**src/rtl/apuf_eval_ctrl_if.sv**
```systemverilog
// Host-side handshake bundle for the arbiter-PUF evaluation sequencer:
// the challenge request channel and the voted response channel.
interface apuf_eval_ctrl_if #(
  parameter int LINE_LENGTH = 3,
  parameter int CW          = 3
);
  logic                   chal_valid;
  logic                   chal_ready;
  logic [LINE_LENGTH-1:0] chal_in;
  logic                   resp_valid;
  logic                   resp_ready;
  logic                   resp_bit;
  logic [CW-1:0]          resp_ones;
  logic                   resp_unstable;

  modport master (
    output chal_valid,
    output chal_in,
    output resp_ready,
    input  chal_ready,
    input  resp_valid,
    input  resp_bit,
    input  resp_ones,
    input  resp_unstable
  );

  modport slave (
    input  chal_valid,
    input  chal_in,
    input  resp_ready,
    output chal_ready,
    output resp_valid,
    output resp_bit,
    output resp_ones,
    output resp_unstable
  );
endinterface

```
**src/rtl/apuf_eval_ctrl.sv**
```systemverilog
// Arbiter-PUF sequencer: holds a challenge on the delay line, fires NUM_EVALS
// launch pulses, samples the synchronized arbiter after each and votes the result.
module apuf_eval_ctrl #(
  parameter int LINE_LENGTH    = 3,
  parameter int SETTLE_CYCLES  = 4,
  parameter int CAPTURE_CYCLES = 4,
  parameter int NUM_EVALS      = 5,
  parameter int CW             = $clog2(NUM_EVALS + 1)
) (
  input  logic                   clk,
  input  logic                   rst,
  apuf_eval_ctrl_if.slave        bus,
  output logic [LINE_LENGTH-1:0] challenge_out,
  output logic                   launch,
  input  logic                   arb_in,
  output logic                   busy
);

  localparam int MAX_CYC = (SETTLE_CYCLES > CAPTURE_CYCLES) ? SETTLE_CYCLES : CAPTURE_CYCLES;
  localparam int CYC_W   = $clog2(MAX_CYC + 1);

  typedef enum logic [2:0] {
    IDLE   = 3'd0,
    SETTLE = 3'd1,
    HIGH   = 3'd2,
    LOW    = 3'd3,
    DONE   = 3'd4
  } state_t;

  state_t                 state_r;
  state_t                 state_n;
  logic [CYC_W-1:0]       cyc_cnt;
  logic [CW-1:0]          eval_cnt;
  logic [CW-1:0]          ones_cnt;
  logic                   arb_p0;
  logic                   arb_p1;
  logic                   launch_r;
  logic [LINE_LENGTH-1:0] challenge_r;
  logic                   resp_bit_r;
  logic [CW-1:0]          resp_ones_r;
  logic                   resp_unstable_r;
  logic                   accept;
  logic                   settle_last;
  logic                   capture_last;
  logic                   last_eval;

  function automatic logic maj_vote(input logic [CW-1:0] ones);
    return ones > CW'(NUM_EVALS / 2);
  endfunction

  function automatic logic is_unstable(input logic [CW-1:0] ones);
    return (ones != '0) && (ones != CW'(NUM_EVALS));
  endfunction

  assign accept       = (state_r == IDLE) && bus.chal_valid;
  assign settle_last  = (cyc_cnt == CYC_W'(SETTLE_CYCLES - 1));
  assign capture_last = (cyc_cnt == CYC_W'(CAPTURE_CYCLES - 1));
  assign last_eval    = (eval_cnt == CW'(NUM_EVALS - 1));

  always_ff @(posedge clk or posedge rst) begin
    if (rst) state_r <= IDLE;
    else     state_r <= state_n;
  end

  always_comb begin
    state_n = state_r;
    unique case (state_r)
      IDLE:    if (bus.chal_valid) state_n = SETTLE;
      SETTLE:  if (settle_last)    state_n = HIGH;
      HIGH:    if (capture_last)   state_n = LOW;
      LOW:     if (settle_last)    state_n = last_eval ? DONE : HIGH;
      DONE:    if (bus.resp_ready) state_n = IDLE;
      default: state_n = IDLE;
    endcase
  end

  always_comb begin
    bus.chal_ready = (state_r == IDLE);
    busy           = (state_r != IDLE);
    bus.resp_valid = (state_r == DONE);
  end

  // Stage p0/p1: two-flop synchronizer for the asynchronous arbiter latch
  always_ff @(posedge clk or posedge rst) begin
    if (rst) begin
      arb_p0 <= 1'b0;
      arb_p1 <= 1'b0;
    end else begin
      arb_p0 <= arb_in;
      arb_p1 <= arb_p0;
    end
  end

  // Phase timer restarts on every state change so each phase counts from zero
  always_ff @(posedge clk or posedge rst) begin
    if (rst) begin
      cyc_cnt <= '0;
    end else if (state_n != state_r) begin
      cyc_cnt <= '0;
    end else if (state_r == SETTLE || state_r == HIGH || state_r == LOW) begin
      cyc_cnt <= cyc_cnt + CYC_W'(1);
    end
  end

  always_ff @(posedge clk or posedge rst) begin
    if (rst) begin
      eval_cnt <= '0;
      ones_cnt <= '0;
    end else if (accept) begin
      eval_cnt <= '0;
      ones_cnt <= '0;
    end else begin
      if (state_r == HIGH && capture_last) ones_cnt <= ones_cnt + CW'(arb_p1);
      if (state_r == LOW && settle_last)   eval_cnt <= eval_cnt + CW'(1);
    end
  end

  // Launch is a pure flop output, decoded from the next state so it tracks HIGH exactly
  always_ff @(posedge clk or posedge rst) begin
    if (rst) launch_r <= 1'b0;
    else     launch_r <= (state_n == HIGH);
  end

  always_ff @(posedge clk or posedge rst) begin
    if (rst)         challenge_r <= '0;
    else if (accept) challenge_r <= bus.chal_in;
  end

  // Response registers load once on entry to DONE and then hold through IDLE
  always_ff @(posedge clk or posedge rst) begin
    if (rst) begin
      resp_bit_r      <= 1'b0;
      resp_ones_r     <= '0;
      resp_unstable_r <= 1'b0;
    end else if (state_r == LOW && state_n == DONE) begin
      resp_bit_r      <= maj_vote(ones_cnt);
      resp_ones_r     <= ones_cnt;
      resp_unstable_r <= is_unstable(ones_cnt);
    end
  end

  assign launch            = launch_r;
  assign challenge_out     = challenge_r;
  assign bus.resp_bit      = resp_bit_r;
  assign bus.resp_ones     = resp_ones_r;
  assign bus.resp_unstable = resp_unstable_r;

endmodule
```
**src/flat_wrapper.sv**
```systemverilog
// flat-port wrapper written by rule: the top's interface ports become plain ports
module apuf_eval_ctrl_flat 
#(
  parameter int LINE_LENGTH    = 3,
  parameter int SETTLE_CYCLES  = 4,
  parameter int CAPTURE_CYCLES = 4,
  parameter int NUM_EVALS      = 5,
  parameter int CW             = $clog2(NUM_EVALS + 1)
)
  (clk, rst, challenge_out, launch, arb_in, busy, bus_chal_valid, bus_chal_in, bus_resp_ready, bus_chal_ready, bus_resp_valid, bus_resp_bit, bus_resp_ones, bus_resp_unstable);
  apuf_eval_ctrl_if #(.LINE_LENGTH(LINE_LENGTH), .CW(CW)) bus_i ();
  input  logic clk;
  input  logic rst;
  output logic [LINE_LENGTH-1:0] challenge_out;
  output logic launch;
  input  logic arb_in;
  output logic busy;
  input wire logic [$bits(bus_i.chal_valid)-1:0] bus_chal_valid;
  input wire logic [$bits(bus_i.chal_in)-1:0] bus_chal_in;
  input wire logic [$bits(bus_i.resp_ready)-1:0] bus_resp_ready;
  output wire logic [$bits(bus_i.chal_ready)-1:0] bus_chal_ready;
  output wire logic [$bits(bus_i.resp_valid)-1:0] bus_resp_valid;
  output wire logic [$bits(bus_i.resp_bit)-1:0] bus_resp_bit;
  output wire logic [$bits(bus_i.resp_ones)-1:0] bus_resp_ones;
  output wire logic [$bits(bus_i.resp_unstable)-1:0] bus_resp_unstable;
  assign bus_i.chal_valid = bus_chal_valid;
  assign bus_i.chal_in = bus_chal_in;
  assign bus_i.resp_ready = bus_resp_ready;
  assign bus_chal_ready = bus_i.chal_ready;
  assign bus_resp_valid = bus_i.resp_valid;
  assign bus_resp_bit = bus_i.resp_bit;
  assign bus_resp_ones = bus_i.resp_ones;
  assign bus_resp_unstable = bus_i.resp_unstable;
  apuf_eval_ctrl #(.LINE_LENGTH(LINE_LENGTH), .SETTLE_CYCLES(SETTLE_CYCLES), .CAPTURE_CYCLES(CAPTURE_CYCLES), .NUM_EVALS(NUM_EVALS), .CW(CW)) u_core (.clk(clk), .rst(rst), .bus(bus_i), .challenge_out(challenge_out), .launch(launch), .arb_in(arb_in), .busy(busy));
endmodule
```
**config.mk**
```make
export PLATFORM = sky130hd
export DESIGN_NAME = apuf_eval_ctrl_flat
export DESIGN_NICKNAME = d
export VERILOG_FILES = /design/src/rtl/apuf_eval_ctrl_if.sv /design/src/rtl/apuf_eval_ctrl.sv /design/src/flat_wrapper.sv
export SDC_FILE = /design/constraint.sdc
export NUM_CORES = 1
export LEC_CHECK = 0
export BUFFER_PORTS_ARGS = -buffer_cell sky130_fd_sc_hd__buf_2
export CAP_MARGIN = 5
export CORE_ASPECT_RATIO = 0.6
export CORE_MARGIN = 2
export CORE_UTILIZATION = 45
export DETAILED_ROUTE_END_ITERATION = 8
export GPL_ROUTABILITY_DRIVEN = 0
export PLACE_DENSITY = 0.72
export SKIP_LAST_GASP = 1
export SLEW_MARGIN = 30
export SYNTH_ARGS = -nofsm -noshare
export SYNTH_HDL_FRONTEND = slang
export SYNTH_SLANG_ARGS = --single-unit
```
**constraint.sdc**
```tcl
create_clock -name clk -period 2.13 [get_ports clk]
set_input_delay 0.3195 -clock clk [delete_from_list [all_inputs] [get_ports clk]]
set_output_delay 0.3195 -clock clk [all_outputs]
set_load 0.05 [all_outputs]
```
==> run metrics, run 1 <==
status=complete, no violations; Die Y=around 44 um; CTS root buf=clkbuf_8; Hold Path Class=in -> async; Buffers & Inverters on Critical Path=2; grt met3 use=0.0558; simple-gate area share of the yosys netlist=0.157; Fin Hold WS=0.0749 ns; largest family of logic cells by synthesized area=simple AND/OR/NAND/NOR gates; fin crit period=slightly above 2 ns; total track usage=0.164; final hold vios=0; Post-CTS Setup Bufs=0; Gates resized, CTS repair=0; XOR/XNOR Fraction of Synth Area=0.0220; top_reg_cell synth=dfrtp_1; final setup vio count=0; placed instance area=about 1300 um^2; Final TNS setup=0 ns; Total Routed Length=between 2000 and 2500 um; synth cell count leaders=23 x dfrtp_1, 8 x inv_1, 7 x ha_1, 7 x nor2_1, 6 x mux2_2; Levels on crit path=3; Compound-Gate Fraction of Synth Area=0.130; crit path from=u_core.state_r[1]; Synth Register Bits=23; synth top area cells=dfrtp_1 48%, ha_1 7.3%, mux2_2 5.7%, mux2i_1 2.5%, inv_1 2.5%; core area=between 2000 and 3000 um^2; VDD IR max=~0.6 mV; met2 Usage GRT=0.255; antenna fix cells=0; critical-path cell with the highest stage delay=dfrtp_1; crit-path cells=or3_2 > inv_1 > buf_2; Yosys top cell area share=0.483; clock sink count=23; antenna violations before repair=0; WS Path Type=reg -> out; drt initial violations=108; total gr overflow=0; routed vias/inst=roughly 5.4; area added between synthesis and finish=13.6%; adder and majority cell fraction of the synthesized area=0.0735; worst flop-to-flop path endpoint=u_core.bus.resp_ones[0]; fin crit share=0.954; TritonCTS buffer count=3; Worst path max stage delay=between 0.5 and 0.6 ns; Post-synth EDFFs=0; clock buffer depth=2; first-pass GRT wire length=roughly 3900 um; DR vias=823; CP max FO=14; H-tree Lvls=1; Req. time, crit path=roughly 1.8 ns; Max-Cap Viols=0; Skew-Pair Late Insertion Delay=0.27 ns; CP delay by family, top=flip-flops; R2R depth=5; RSZ-0062 raised after global routing=false; P per Cell Area=1250 nW/um^2; relative slew slack=0.638; Syn Inst Count=100; Site Rows=14; largest net degree at the start of global routing=24; Startpoint Class=register; clk slew on worst S/H paths=roughly 0.08 ns; # nets final=~140; DRC=0; Distinct cells, synth=36; Cell Area, Synth=1190 um^2; number of iterations in the first detailed-routing pass=4; r2r setup slk=roughly 0.23 ns; die area=between 3000 and 4000 um^2; final setup margin=approximately 0.098 ns; final slew viol count=0; Worst R2R Start=u_core.cyc_cnt[0]; Critical Path AT=1.71 ns; Post-DP HPWL=1630 um; GRT busiest layer=met2; most common cell in the netlist=dfrtp_1; Port Buf Inserts=19; sequential share of the synthesized area=0.483; Final Instance Area=between 1000 and 1500 um^2; Die X=70.5 um; met1 usage in global routing=0.231; # hold bufs at CTS=0; Yosys Warn Count=0; worst-margin pin slew=around 0.54 ns; max frequency=slightly below 500 MHz; wire length per cell=about 14 um; post-route ant nets=0; Starting Density=0.476; Avg Inst Size Synth=11.9 um^2; Critical Path End=bus_chal_ready; CTS tree=built; share of layout cells above drive strength 1=0.322; Setup crit end kind=output port; syn nets=~120; worst slack, placed=approximately 0.27 ns; LEAKAGE=between 0.0006 and 0.0007 uW; Worst Skew=approximately 0.0062 ns; Ports=20; post-synthesis mux area share=0.0818; vias in the first global route=820; Async S/R FF share, synth=1.00; cell taking the most area after synthesis=dfrtp_1
==> placed cells by master (no fill, tap or decap), drive strengths merged, types with 2 or more instances in the layout <==
master and count:
dfrtp 23, buf 21, nor2 9, inv 8, ha 7, mux2 6, o21ai 5, a21oi 4
clkbuf 4, mux2i 3, a211oi 3, or3 3, xnor2 2, a22o 2, o31ai 2
==> worst min-delay path by stage <==
| stage | start | endpoint | depth (start not counted) |
|---|---|---|---|
| 2_1_floorplan | rst | u_core.arb_p0 | 1 |
| 3_3_place_gp | u_core.arb_p0 | u_core.arb_p1 | 0 |
| 3_5_place_dp | u_core.arb_p0 | u_core.arb_p1 | 0 |
| 4_1_cts | rst | u_core.challenge_out[1] | 3 |
| 5_1_grt | rst | u_core.ones_cnt[1] | 3 |
| 6_report | rst | u_core.ones_cnt[1] | 3 |
==> layout make-up <==
cell class / count / area (um^2)
Inverter: 8 / 30.0
Fill cell: 223 / 1150
Timing Repair Buffer: 21 / 110
Sequential cell: 23 / 576
Clock buffer: 4 / 45.0
Tap cell: 32 / 40.0
Multi-Input combinational cell: 65 / 554
==> where the power goes <==
| part | internal [uW] | switching, uW |
|---|---|---|
| combinational | 280 | 443 |
| sequential | 571 | 126 |
| clock | 134 | 140 |
==> logic make-up after synthesis <==
family                   Yosys count
AND/OR/NAND/NOR                   25
AO/OA/AOI/OAI                     21
multiplexers                       9
flip-flops                        23
adder cells (fa/ha/maj)            7
buffers and inverters             12
XOR/XNOR                           3
==> worst reg2reg max path: stages (launching register included) <==
cell and delay [ns]:
dfrtp_1 0.38, ha_1 0.19, ha_1 0.39, nand4b_4 0.24, nor2_2 0.23, mux2_2 0.36
==> routing by layer <==
layer / up-vias / wire (um) / part of all wire
met1: 399 / 1120 / 0.51
li1: 399 / - / -
met2: 25 / 945 / 0.43
met5: - / 0 / 0
met3: 0 / 130 / 0.059
met4: 0 / 0 / 0
==> stage by stage <==
step | power, uW | utilization | instances
final | 1690 | 0.541 | 153
after global routing | 1820 | 0.541 | 153
after CTS | 1710 | 0.541 | 153
after detailed placement | 1430 | 0.523 | 149
after global placement | 1390 | 0.523 | 149
after floorplan | 1280 | - | 100
==> sequential cells by signal, indices dropped and copies added, names as in the netlist, 3 cells and up <==
name and cells:
u_core.bus.resp_ones 3, u_core.challenge_out 3, u_core.cyc_cnt 3, u_core.eval_cnt 3
u_core.ones_cnt 3, u_core.state_r 3
Note: power is estimated with default switching activity, not from simulation.
==> inputs of run 2 (changes only) <==
==> constraint.sdc (replaced) <==
create_clock -name clk -period 2.13 [get_ports clk]
set_input_delay 0.213 -clock clk [delete_from_list [all_inputs] [get_ports clk]]
set_output_delay 0.213 -clock clk [all_outputs]
set_load 0.05 [all_outputs]
==> run metrics, run 2 (synthesized netlist as in run 1, its figures left out) <==
post-route ant nets=0 (unchanged); clk slew on worst S/H paths=0.08 ns (about the same); # nets final=135 (-1.5%); # hold bufs at CTS=0 (unchanged); clock buffer depth=2 (unchanged); Max-Cap Viols=0 (unchanged); fin crit share=0.886 (-0.0676); DRC=0 (unchanged); CP max FO=14 (unchanged); wire length per cell=14.0 um (-2.9%); first-pass GRT wire length=3630 um (-6.9%); Starting Density=0.476 (unchanged); P_sw=697 uW (-1.9%); RSZ-0062 raised after global routing=false; WS Path Type=reg -> out; area of the multi-input gates=554 um^2 (unchanged); Total Routed Length=2110 um (-4.1%); P per Cell Area=1250 nW/um^2 (-0.32%); commonest cells after routing, fill and taps aside=23 x dfrtp_1, 19 x buf_2, 7 x inv_1, 7 x nor2_1, 7 x ha_1; core area=2500 um^2 (unchanged); Clock Power Share=0.159 (-0.002); Skew-Pair Late Insertion Delay=0.26 ns (about the same); LEAKAGE=0.000647 uW (-2.0%); total gr overflow=0 (unchanged); share of layout cells above drive strength 1=0.311 (-0.0114); status=complete, no violations; Final TNS setup=0 ns (unchanged); Comb pwr share=0.407 (-0.020); Worst Skew=0.00123 ns (-0.00496 ns); Post-CTS Setup Bufs=0 (unchanged); Fillers=226 (+1.3%); sequential share of power=0.434 (+0.023); most common cell after layout, fill and taps aside=dfrtp_1; H-tree Lvls=1 (unchanged); Storage cell area=576 um^2 (unchanged); max frequency=530 MHz (+7.6%); TritonCTS buffer count=3 (unchanged); CTS tree=built; Die X=70.5 um (unchanged); Power Internal=974 uW (-1.1%); final hold vios=0 (unchanged); Req. time, crit path=1.92 ns (+0.11 ns); final setup vio count=0 (unchanged); Hold Path Class=in -> async; Worst R2R Start=u_core.cyc_cnt[0]; final slew viol count=0 (unchanged); largest net degree at the start of global routing=24 (unchanged); Port Buf Inserts=19 (unchanged); antenna violations before repair=0 (unchanged); vias in the first global route=775 (-5.5%); worst-margin pin slew=0.824 ns (+0.284 ns); die area=3090 um^2 (unchanged); Ports=20 (unchanged); R2R depth=5 (unchanged); switching part of the total=0.417 (-0.00185); Tot Pwr=1670 uW (-1.4%); Critical Path AT=1.68 ns (-0.03 ns); area added between synthesis and finish=12.4%; relative slew slack=0.447 (-0.191); antenna fix cells=0 (unchanged); VDD IR max=0.673 mV (+12%); routed vias/inst=5.14 (-4.5%); DR vias=776 (-5.7%); Gates resized, CTS repair=0 (unchanged); r2r setup slk=0.29 ns (+0.06 ns); drt initial violations=59 (-45%); clock sink count=23 (unchanged); fin crit period=1.89 ns (-0.144 ns); Startpoint Class=register; Die Y=43.9 um (unchanged); worst flop-to-flop path endpoint=u_core.bus.resp_ones[1]; final cell utilization of the core=0.535 (-0.00599); CTS root buf=clkbuf_8; total track usage=0.154 (-0.00997); Post-DP HPWL=1560 um (-4.3%); number of iterations in the first detailed-routing pass=3 (-1); Site Rows=14 (unchanged); Setup crit end kind=output port
[run 2: cell types whose count changed in the layout (fill, tap and decap cells not counted), sizes merged]
cell,before,now
inv,8,7
clkinv,0,1
buf,21,19
[run 2: layout make-up]
| class | instances | share of cell area |
|---|---|---|
| clock buffer | 4 | 0.0336 |
| inverter | 8 | 0.0224 |
| multi-input combinational | 65 | 0.414 |
| sequential | 23 | 0.430 |
| tap | 32 | 0.0299 |
| timing repair buffer | 19 | 0.0710 |
[run 2: worst max-delay path by stage]
stage	start	end	cells after the start	slack, ns
global placement	u_core.cyc_cnt[0]	u_core.bus.resp_ones[0]	5	0.38
detailed placement	u_core.cyc_cnt[0]	u_core.bus.resp_ones[1]	5	0.30
floorplan	u_core.state_r[1]	bus_chal_ready	3	0.29
global route	u_core.state_r[1]	bus_chal_ready	3	0.15
finish	u_core.state_r[1]	bus_chal_ready	3	0.24
CTS	u_core.state_r[1]	bus_chal_ready	3	0.23
[run 2: power groups by stage]
| stage | combinational, uW | clock, uW | sequential [uW] |
|---|---|---|---|
| 2_1_floorplan | 464 | 0 | 820 |
| 3_3_place_gp | 660 | 0 | 718 |
| 3_5_place_dp | 682 | 0 | 731 |
| 4_1_cts | 684 | 273 | 724 |
| 5_1_grt | 753 | 294 | 748 |
| 6_report | 680 | 266 | 725 |
[run 2: stage by stage]
step / cells / hold WS [ns] / setup slack [ns] / cell area (um^2)
after CTS: 151 / 0.0521 / 0.235 / 1340
after floorplan: 100 / 0.215 / 0.287 / 1190
after global placement: 147 / 0.322 / 0.384 / 1290
final: 151 / 0.000971 / 0.242 / 1340
after global routing: 151 / 0.0518 / 0.146 / 1340
after detailed placement: 147 / 0.326 / 0.296 / 1290
[run 2: critical path: stages, from the launching register on]
cell and delay [ns]:
dfrtp_1 0.56, or3_2 0.55, inv_1 0.06, buf_2 0.25
[run 2: layer usage]
layer	up-vias	part of all wire	GRT usage	wire, um
met2	17	0.43	0.240	904
li1	395	-	-	-
met4	0	0.0038	0.0231	8
met5	-	0	0	0
met3	2	0.049	0.0512	103
met1	362	0.52	0.217	1090
==> inputs of run 3 (changes only) <==
--- a/config.mk
+++ b/config.mk
@@ -5,14 +5,14 @@
 export SDC_FILE = /design/constraint.sdc
 export NUM_CORES = 1
 export LEC_CHECK = 0
-export BUFFER_PORTS_ARGS = -buffer_cell sky130_fd_sc_hd__buf_2
+export BUFFER_PORTS_ARGS = -buffer_cell sky130_fd_sc_hd__buf_4
 export CAP_MARGIN = 5
 export CORE_ASPECT_RATIO = 0.6
 export CORE_MARGIN = 2
-export CORE_UTILIZATION = 45
+export CORE_UTILIZATION = 36
 export DETAILED_ROUTE_END_ITERATION = 8
 export GPL_ROUTABILITY_DRIVEN = 0
-export PLACE_DENSITY = 0.72
+export PLACE_DENSITY = 0.61
 export SKIP_LAST_GASP = 1
 export SLEW_MARGIN = 30
 export SYNTH_ARGS = -nofsm -noshare
==> run metrics, run 3 (synthesized netlist as in run 1, its figures left out) <==
status=finished, violations left; violated checks=negative hold slack; Setup crit end kind=output port; P_sw=705 uW (+1.1%); CTS tree=built; area of the multi-input gates=554 um^2 (unchanged); Die Y=48.6 um (+11%); Clock Power Share=0.158 (about the same); fin crit period=1.86 ns (-0.0297 ns); Fillers=307 (+36%); DR vias=801 (+3.2%); Critical Path AT=1.65 ns (-0.03 ns); post-route ant nets=0 (unchanged); fin crit share=0.872 (-0.0140); Post-DP HPWL=1600 um (+2.6%); Starting Density=0.372 (-0.104); clock sink count=23 (unchanged); number of iterations in the first detailed-routing pass=4 (+1); worst-margin pin slew=0.558 ns (-0.266 ns); area added between synthesis and finish=17.8%; max frequency=538 MHz (+1.6%); CTS root buf=clkbuf_8; antenna fix cells=0 (unchanged); drt initial violations=51 (-14%); Final TNS setup=0 ns (unchanged); switching part of the total=0.414 (-0.00348); Port Buf Inserts=19 (unchanged); largest net degree at the start of global routing=24 (unchanged); Hold Path Class=in -> async; # hold bufs at CTS=0 (unchanged); Startpoint Class=register; total gr overflow=0 (unchanged); Site Rows=16 (+2); most common cell after layout, fill and taps aside=dfrtp_1; Worst Skew=0.00448 ns (+0.00325 ns); P per Cell Area=1210 nW/um^2 (-2.7%); Skew-Pair Late Insertion Delay=0.26 ns (about the same); commonest cells after routing, fill and taps aside=23 x dfrtp_1, 19 x buf_4, 7 x inv_1, 7 x nor2_1, 7 x ha_1; Die X=78.3 um (+11%); clock buffer depth=2 (unchanged); Gates resized, CTS repair=0 (unchanged); total track usage=0.128 (-0.0258); final slew viol count=0 (unchanged); clk slew on worst S/H paths=0.08 ns (about the same); H-tree Lvls=1 (unchanged); Ports=20 (unchanged); DRC=0 (unchanged); CP max FO=14 (unchanged); Worst R2R Start=u_core.cyc_cnt[0]; VDD IR max=0.583 mV (-13%); crit path from=u_core.state_r[1]; WS Path Type=reg -> out; first-pass GRT wire length=3770 um (+4.0%); # nets final=135 (unchanged); final setup vio count=0 (unchanged); core area=3200 um^2 (+28%); Total Routed Length=2180 um (+3.5%); die area=3800 um^2 (+23%); share of layout cells above drive strength 1=0.328 (+0.0168); wire length per cell=13.3 um (-4.7%); Comb pwr share=0.417 (+0.010); RSZ-0062 raised after global routing=false; Power Internal=999 uW (+2.6%); TritonCTS buffer count=3 (unchanged); final hold vios=23 (+23); Fin Hold WS=-0.0372 ns (-0.0382 ns); LEAKAGE=0.000662 uW (+2.3%); relative slew slack=0.626 (+0.179); sequential share of power=0.425 (-0.009); Post-CTS Setup Bufs=0 (unchanged); Storage cell area=576 um^2 (unchanged); Req. time, crit path=1.92 ns (about the same); antenna violations before repair=0 (unchanged); routed vias/inst=4.88 (-5.0%); Max-Cap Viols=0 (unchanged); vias in the first global route=788 (+1.7%)
run 3: metrics by stage:
stage               utilization  instances  total power [uW]  area (um^2)  worst slack [ns]
floorplan                     -        100              1280         1190             0.287
global placement          0.424        160              1420         1360             0.378
detailed placement        0.424        160              1450         1360             0.291
CTS                       0.439        164              1720         1410             0.271
global route              0.439        164              1840         1410             0.149
finish                    0.439        164              1700         1410             0.272
run 3: final cells by class:
cell class	count	area share
flip-flops and latches	23	0.410
multi-input cells	65	0.394
repair buffers	19	0.102
well taps	45	0.0401
clock buffers	3	0.0294
inverters	8	0.0214
clock inverters	1	0.00356
run 3: power by group through the flow:
stage                     combinational, uW  sequential, uW  clock, uW
after CTS                               721             726        277
after detailed placement                719             731          0
after global routing                    794             747        303
after global placement                  697             724          0
after floorplan                         464             820          0
final                                   711             724        269
run 3: critical path, stage by stage, from the launching register on:
cell and delay (ns):
dfrtp_1 0.57, or3_2 0.56, inv_1 0.07, buf_4 0.19
run 3: final timing paths:
| path | endpoint | depth (start not counted) | slack (ns) |
|---|---|---|---|
| worst min register to register | u_core.arb_p1 | 0 | 0.36 |
| worst max-delay path | bus_chal_ready | 3 | 0.27 |
| worst min-delay path | u_core.challenge_out[0] | 2 | -0.04 |
| min in group clk | u_core.arb_p0 | 1 | 0.05 |
| max in group asynchronous | u_core.launch | 2 | 1.84 |
| worst max register to register | u_core.bus.resp_ones[1] | 5 | 0.28 |
run 3: layer usage:
layer | up-vias | global-route usage | wire length (um)
li1 | 397 | - | -
met1 | 385 | 0.185 | 1110
met2 | 17 | 0.177 | 926
met3 | 2 | 0.0466 | 119
met4 | 0 | 0.0439 | 27
met5 | - | 0 | 0
